<file path="config.mk">
export PLATFORM = sky130hd
export DESIGN_NAME = rtc_seq_ctrl_param
export DESIGN_NICKNAME = d
export VERILOG_FILES = /design/src/rtl/rtc_seq_ctrl_param.sv
export SDC_FILE = /design/constraint.sdc
export NUM_CORES = 1
export LEC_CHECK = 0
export ABC_AREA = 1
export CAP_MARGIN = 20
export CORE_UTILIZATION = 45
export CTS_CLUSTER_DIAMETER = 50
export DETAILED_ROUTE_END_ITERATION = 10
export HOLD_SLACK_MARGIN = 0.08
export PLACE_DENSITY = 0.87
export SLEW_MARGIN = 25
export SYNTH_ARGS = -nofsm -noshare
export SYNTH_HDL_FRONTEND = slang
export SYNTH_SLANG_ARGS = --single-unit
</file>
<file path="constraint.sdc">
create_clock -name clk -period 2.5 [get_ports clk]
set_input_delay 0.75 -clock clk [delete_from_list [all_inputs] [get_ports clk]]
set_output_delay 0.75 -clock clk [all_outputs]
set_load 0.005 [all_outputs]
</file>
<file path="src/rtl/rtc_seq_ctrl_param.sv">
// rtc_seq_ctrl_param
//   Master sequencer for RTC register traffic. Walks a fixed address list per
//   mode (init, continuous read, config read, write-back) and presents one
//   transaction at a time to the bus-transaction block below. It advances one
//   list step per in_done pulse.
//
//   Handshake: out_en/out_addr/out_wr/out_data_init describe the transaction
//   currently requested. The block below raises in_done for exactly one cycle
//   when it has finished that transaction. On the following cycle the outputs
//   already describe the next step. in_done is ignored while in IDLE.
//
//   Optional feature macro: RTC_SEQ_WDT_EN enables a done-watchdog. If no
//   in_done arrives within WDT_CYCLES cycles of the last done or state change,
//   out_timeout pulses and the sequence restarts from IDLE/INIT.
//   Without the macro, out_timeout is tied low.
module rtc_seq_ctrl_param #(
   parameter int                ADDR_W         = 8,
   parameter int                DATA_W         = 8,
   parameter int                NUM_TIME_REGS  = 7,
   parameter int                NUM_TIMER_REGS = 3,
   parameter logic [ADDR_W-1:0] TIME_BASE      = ADDR_W'(8'h21),
   parameter logic [ADDR_W-1:0] TIMER_BASE     = ADDR_W'(8'h41),
   parameter logic [ADDR_W-1:0] CMD_RD         = ADDR_W'(8'hF0),
   parameter logic [ADDR_W-1:0] CMD_TIME       = ADDR_W'(8'hF1),
   parameter logic [ADDR_W-1:0] CMD_TIMER      = ADDR_W'(8'hF2),
   parameter int                WDT_CYCLES     = 1024
) (
   input  logic              clk,
   input  logic              reset_count,
   input  logic              in_done,
   input  logic [2:0]        in_mode,
   output logic [ADDR_W-1:0] out_addr,
   output logic [DATA_W-1:0] out_data_init,
   output logic              out_init,
   output logic              out_wr,
   output logic              out_en,
   output logic [2:0]        out_state,
   output logic [4:0]        out_step,
   output logic              out_timeout
);

   typedef enum logic [2:0] {
      S_IDLE      = 3'd0,
      S_INIT      = 3'd1,
      S_RD_CTE    = 3'd2,
      S_CFG_TIME  = 3'd3,
      S_CFG_DATE  = 3'd4,
      S_CFG_TIMER = 3'd5,
      S_WR_TIME   = 3'd6,
      S_WR_TIMER  = 3'd7
   } state_t;

   localparam logic [4:0]        NT5   = 5'(NUM_TIME_REGS);
   localparam logic [4:0]        NR5   = 5'(NUM_TIMER_REGS);
   localparam logic [ADDR_W-1:0] NT_A  = ADDR_W'(NUM_TIME_REGS);
   localparam logic [ADDR_W-1:0] ONE_A = ADDR_W'(1);
   localparam logic [ADDR_W-1:0] FIVE_A = ADDR_W'(5);

   state_t            state;
   state_t            state_nxt;
   state_t            list_next;
   logic [4:0]        step;
   logic [4:0]        step_nxt;
   logic [4:0]        last_step;
   logic [ADDR_W-1:0] step_a;

   assign step_a = ADDR_W'(step);

   // Index of the final step of the current list
   always_comb begin
      last_step = 5'd0;
      case (state)
         S_INIT:      last_step = 5'd3;
         S_RD_CTE:    last_step = NT5 + NR5;
         S_CFG_TIME:  last_step = NR5;
         S_CFG_DATE:  last_step = NR5 + 5'd4;
         S_CFG_TIMER: last_step = NT5;
         S_WR_TIME:   last_step = NT5;
         S_WR_TIMER:  last_step = NR5;
         default:     last_step = 5'd0;
      endcase
   end

   // State entered when the current list completes; in_mode matters only here
   always_comb begin
      list_next = state;
      case (state)
         S_INIT:      list_next = S_RD_CTE;
         S_RD_CTE: begin
            case (in_mode)
               3'b001:  list_next = S_CFG_TIME;
               3'b010:  list_next = S_CFG_DATE;
               3'b100:  list_next = S_CFG_TIMER;
               default: list_next = S_RD_CTE;
            endcase
         end
         S_CFG_TIME,
         S_CFG_DATE:  list_next = (in_mode == 3'b000) ? S_WR_TIME  : state;
         S_CFG_TIMER: list_next = (in_mode == 3'b000) ? S_WR_TIMER : state;
         S_WR_TIME,
         S_WR_TIMER:  list_next = S_RD_CTE;
         default:     list_next = S_INIT;
      endcase
   end

   // Normal step/state advance; a list-end clears the step instead of incrementing
   always_comb begin
      state_nxt = state;
      step_nxt  = step;
      if (state == S_IDLE) begin
         state_nxt = S_INIT;
         step_nxt  = 5'd0;
      end else if (in_done) begin
         if (step == last_step) begin
            state_nxt = list_next;
            step_nxt  = 5'd0;
         end else begin
            step_nxt = step + 5'd1;
         end
      end
   end

`ifdef RTC_SEQ_WDT_EN
   localparam int               WDT_W    = $clog2(WDT_CYCLES) + 1;
   localparam logic [WDT_W-1:0] WDT_LAST = WDT_W'(WDT_CYCLES - 1);

   logic [WDT_W-1:0] wdt_cnt;
   logic             timeout_q;

   // Sequencer registers with watchdog; expiry forces a restart through IDLE
   always_ff @(posedge clk or posedge reset_count) begin
      if (reset_count) begin
         state     <= S_IDLE;
         step      <= 5'd0;
         wdt_cnt   <= '0;
         timeout_q <= 1'b0;
      end else if (state != S_IDLE && !in_done && wdt_cnt == WDT_LAST) begin
         state     <= S_IDLE;
         step      <= 5'd0;
         wdt_cnt   <= '0;
         timeout_q <= 1'b1;
      end else begin
         state     <= state_nxt;
         step      <= step_nxt;
         timeout_q <= 1'b0;
         if (in_done || state_nxt != state)
            wdt_cnt <= '0;
         else
            wdt_cnt <= wdt_cnt + 1'b1;
      end
   end

   assign out_timeout = timeout_q;
`else
   // Sequencer registers; waits indefinitely for in_done
   always_ff @(posedge clk or posedge reset_count) begin
      if (reset_count) begin
         state <= S_IDLE;
         step  <= 5'd0;
      end else begin
         state <= state_nxt;
         step  <= step_nxt;
      end
   end

   assign out_timeout = 1'b0;
`endif

   // Transaction decode from state and step; IDLE (also the reset state) reads all zero
   always_comb begin
      out_addr      = '0;
      out_data_init = '0;
      out_init      = 1'b0;
      out_wr        = 1'b0;
      out_en        = (state != S_IDLE);
      case (state)
         S_INIT: begin
            out_init = 1'b1;
            out_wr   = 1'b1;
            case (step)
               5'd0:    begin out_addr = ADDR_W'(8'h02); out_data_init = DATA_W'(8'h10); end
               5'd1:    begin out_addr = ADDR_W'(8'h02); out_data_init = DATA_W'(8'h00); end
               5'd2:    begin out_addr = ADDR_W'(8'h10); out_data_init = DATA_W'(8'hD2); end
               default: begin out_addr = ADDR_W'(8'h00); out_data_init = DATA_W'(8'h00); end
            endcase
         end
         S_RD_CTE: begin
            if (step == 5'd0)      out_addr = CMD_RD;
            else if (step <= NT5)  out_addr = TIME_BASE + step_a - ONE_A;
            else                   out_addr = TIMER_BASE + step_a - ONE_A - NT_A;
         end
         S_CFG_TIME: begin
            if (step == 5'd0)      out_addr = CMD_TIMER;
            else                   out_addr = TIMER_BASE + step_a - ONE_A;
         end
         S_CFG_DATE: begin
            if (step == 5'd0)      out_addr = CMD_TIME;
            else if (step <= 5'd3) out_addr = TIME_BASE + step_a - ONE_A;
            else if (step == 5'd4) out_addr = CMD_TIMER;
            else                   out_addr = TIMER_BASE + step_a - FIVE_A;
         end
         S_CFG_TIMER: begin
            if (step == 5'd0)      out_addr = CMD_TIME;
            else                   out_addr = TIME_BASE + step_a - ONE_A;
         end
         S_WR_TIME: begin
            out_wr = 1'b1;
            if (step < NT5)        out_addr = TIME_BASE + step_a;
            else                   out_addr = CMD_TIME;
         end
         S_WR_TIMER: begin
            out_wr = 1'b1;
            if (step < NR5)        out_addr = TIMER_BASE + step_a;
            else                   out_addr = CMD_TIMER;
         end
         default: ;
      endcase
   end

   assign out_state = state;
   assign out_step  = step;

endmodule

</file>
==> out/results.ini, run 1 <==
[synth]
syn_area_sq_mm=0.00160
postSynthCellCount=274
yosysSeqAreaShare_pct=12.5
synth_edf_count=0
ys_types=36
ys_seq_elements=8
async_flop_share_pct=100
synth_warnings=0
syn_area_per_cell_sq_um=5.84
synthFlopType=dfrtp_1

[grt]
grt_usage_pct=69.5
grt_overflow=17
grt_max_degree=11

[sta]
worst_endpoint_kind=output port
crit_endpoint=out_addr[5]

[run_status]
stop_stage=5_1_grt
outcome=did not finish
toolErrorMsg=[ERROR GRT-0232] Routing congestion too high. Check the congestion heatmap in the GUI.

[floorplan]
rows=21
start_util_pct=47.5
ios=34
die_w_microns=61.6
die_h_microns=61.6

[clock_tree]
cts_buffer_depth=2
htreeDepth=1
cts_hold_buf=0
clkSinkCount=8
numCtsBuffers=3
cts_root_buf=clkbuf_4

[placed_design]
hpwl_microns=4870
port_buffers=28
gp_congestion=1.01
dp_slack_ps=-538

-- metrics by stage --
stage | area [sq um] | instances
global placement | 2440 | 415
CTS | 2750 | 440
floorplan | 1630 | 278
detailed placement | 2440 | 415
-- repair_timing --
item | in CTS
endpoints found under the hold margin | 0
pin swaps | 27
buffers inserted | 21
setup endpoints to repair | 13
resized for setup | 113
-- logic make-up after synthesis --
| kind of cell | count (synthesis) | share of synthesized area [%] |
|---|---|---|
| flops | 8 | 12.5 |
| other cells | 1 | 0.235 |
| compound gates | 51 | 19.4 |
| buf+inv | 52 | 14.9 |
| simple gates | 151 | 44.8 |
| fa+ha+maj | 9 | 7.04 |
| xor+xnor | 2 | 1.10 |
-- layer usage --
metal | overflow | global-route usage [%]
met5 | 0 | 18.6
met2 | 10 | 87.3
met3 | 0 | 50.8
met1 | 0 | 73.0
met4 | 7 | 63.8
-- cells in the mapped netlist (all sizes together) (2+ instances only) --
master | instances | area, sq um
nand2 | 82 | 345
inv | 40 | 150
nor2 | 34 | 166
o21ai | 24 | 128
nand3 | 19 | 105
a21oi | 17 | 88.8
buf | 11 | 80.1
ha | 9 | 113
nor3 | 9 | 55.1
dfrtp | 8 | 200
nand4 | 5 | 31.3
o2111ai | 2 | 17.5
o211ai | 2 | 15.0
o311ai | 2 | 17.5
xor2 | 2 | 17.5
==> run 2: changes to the inputs <==
Settings changed: CORE_UTILIZATION 45 to 30, CTS_CLUSTER_DIAMETER 50 to default, HOLD_SLACK_MARGIN 0.08 to default, PLACE_DENSITY 0.87 to default, PLACE_DENSITY_LB_ADDON from default to 0.15.
Clock period 2.5 ns to 3.2 ns, I/O delays scaled along.
==> run 2 against run 1 <==
  * The run now ends clean
  * Area after synthesis unchanged
  * Synthesized cell count unchanged
==> out/results.ini, run 2 <==
[clock_tree]
clk_latency_ps=230
clkSinkCount=8  ; unchanged
cts_tree=built
cts_buffer_depth=2  ; unchanged
numCtsBuffers=3  ; unchanged
cts_hold_buf=0  ; unchanged
htreeDepth=1  ; unchanged
clk_pin_slew_ps=50
cts_root_buf=clkbuf_8

[final_layout]
largest_reg_flops=5
final_common_cell=nand2_1
fin_util_pct=47.8
layout_common_cells=nand2_1, buf_4, inv_1
num_antenna_cells=0
final_cell_count_no_fill=417
syn_to_final_growth_pct=52.7
nets=364
drive_gt1_share_pct=34.0

[min_path]
hold_class=reg2reg

[critical_path]
critical_path.max_stage_delay_ps=440
start_kind=register
r2r_setup_slack_ps=1330
cpMostUsedCell=nand2_1
crit_chain=inv_2 > ha_4 > nor2_4 > buf_4 > nand2_1 > nand2_1 > nand2_2 > a21oi_2 > nand2_1 > a21oi_1 > o21ai_1 > nand2_1 > nand2_1 > dlygate4sd2_1
worst-setup-path-type=reg2out
arrival_ps=2190
cp_max_fo=4
cp.required_ps=2240
end_kind=output pin
crit_slowest_cell=dfrtp_2

[synth]
postSynthCellCount=274  ; unchanged
ys_seq_elements=8  ; unchanged
async_flop_share_pct=100  ; unchanged
ys_top_cells_by_count=nand2_1, inv_1, nor2_1
synth_warnings=0  ; unchanged
syn_area_per_cell_sq_um=5.84  ; unchanged
synth_area_leaders=nand2_1, dfrtp_1, inv_1
ys_types=36  ; unchanged
yosysSeqAreaShare_pct=12.5  ; unchanged
syn_area_sq_mm=0.00160  ; unchanged
synth_edf_count=0  ; unchanged
synthFlopType=dfrtp_1
synth_top_area_share_pct=16.2  ; unchanged
synth_top_area_cell=nand2_1
synth.most_common_cell=nand2_1

[sta]
skew_ps=7.64
rsz0062_at_grt=true
hold_ws_ps=718
timing.fmax_mhz=318
slew_violations=0
final-hold-violation-count=0
finalSetupViolations=0
min_period_ps=3150
period_share_pct=98.4

[power]
power_density_mw_per_mm2=988
ir_worst_vdd_mv=0.518
p_total_mw=2.41
p_leak_nw=1.28

[run]
cap_violations=0

[grt]
grt_util_met3_pct=1.07
top_usage_layer=met2
grt_max_degree=11
grt_usage_pct=21.3
grt_pass1_vias=1930
antenna_found_initial=0
gr-usage-met2_pct=36.6
grtUsageMet1_pct=28.8
grt_overflow=0
grt_pass1_wl_microns=9140

[route]
ant_nets=0
routedWlPerCell_microns=13.3
drt-initial-drc-count=110
drcViolationCount=0
vias_per_cell=4.83
dr.pass1.iters=4
drt-total-wl_microns=5540
vias=2016

[floorplan]
die_area_sq_mm=0.00563
rows=26  ; +24%
die_h_microns=75.0  ; +22%
core_area_sq_mm=0.00511
start_util_pct=31.3  ; -16 points
ios=34  ; unchanged
die_w_microns=75.0  ; +22%

[placed_design]
gp_congestion=0.856  ; -15%
dp_cells=399  ; -3.9%
port_buffers=28  ; unchanged
hpwl_microns=4330  ; -11%

[run_status]
outcome=finished, final reports clean

==> run 2: cells by family after synthesis <==
kind of cell	synth area share [%]
xor+xnor	1.10
simple gates	44.8
compound gates	19.4
buf+inv	14.9
flops	12.5
other cells	0.235
fa+ha+maj	7.04
==> run 2: final cells by class <==
class / count / area, sq um
fill: 547 / 2670
multi-input combinational: 218 / 1290
timing repair buffer: 78 / 671
sequential: 8 / 205
inverter: 40 / 150
tap: 70 / 87.6
clock buffer: 3 / 41.3
==> run 2: path summary, 6_finish.rpt <==
kind,from,to,depth (start not counted)
min in group asynchronous,reset_count,out_state[1]$_DFFE_PP0P_,2
hold / removal,out_state[2]$_DFFE_PP0P_,out_state[2]$_DFFE_PP0P_,2
hold reg to reg,out_state[2]$_DFFE_PP0P_,out_state[2]$_DFFE_PP0P_,2
setup reg to reg,out_state[2]$_DFFE_PP0P_,out_step[4]$_DFFE_PP0N_,9
max in group asynchronous,reset_count,out_step[2]$_DFFE_PP0N_,2
setup / recovery,out_step[1]$_DFFE_PP0N_,out_addr[4],14
==> run 2: power by group <==
part | total, mW | internal [mW] | leakage [nW] | switching (mW)
logic | 2.07 | 0.969 | 1.16 | 1.10
clock network | 0.123 | 0.0817 | 0.0216 | 0.0415
registers | 0.218 | 0.142 | 0.0961 | 0.0762
total | 2.41 | 1.19 | 1.28 | 1.22
==> run 2: per-layer routing <==
metal  part of all wire [%]  vias to the layer above  wire [microns]
met2                     48                       43            2680
met4                    1.7                        0              93
li1                       -                     1034               -
met3                    3.5                       10             196
met1                     46                      929            2580
met5                      0                        -               0
==> run 2: what timing repair did <==
action,CTS,global route
endpoints found under the setup margin,8,7
buffers inserted,7,9
pin swaps,6,12
gates resized for setup,31,22
==> run 2: critical path: cells and delay by family (launching register included) <==
kind | cells | cell delay (ps)
adder cells (fa/ha/maj) | 1 | 210
AO/OA/AOI/OAI | 3 | 350
buffers and inverters | 3 | 470
AND/OR/NAND/NOR | 7 | 490
flip-flops | 1 | 440
==> run 2: per-stage QoR <==
| stage | TNS, ps | cell area [sq um] | worst slack [ps] |
|---|---|---|---|
| 6_report | 0 | 2440 | 51.8 |
| 5_1_grt | -127 | 2440 | -72.9 |
| 4_1_cts | -94.6 | 2320 | -94.6 |
| 3_5_place_dp | -61.2 | 2160 | -43.6 |
| 3_3_place_gp | -29.5 | 2160 | -29.5 |
| 2_1_floorplan | 0 | 1610 | 353 |
Power figures use the tool's default switching activity.
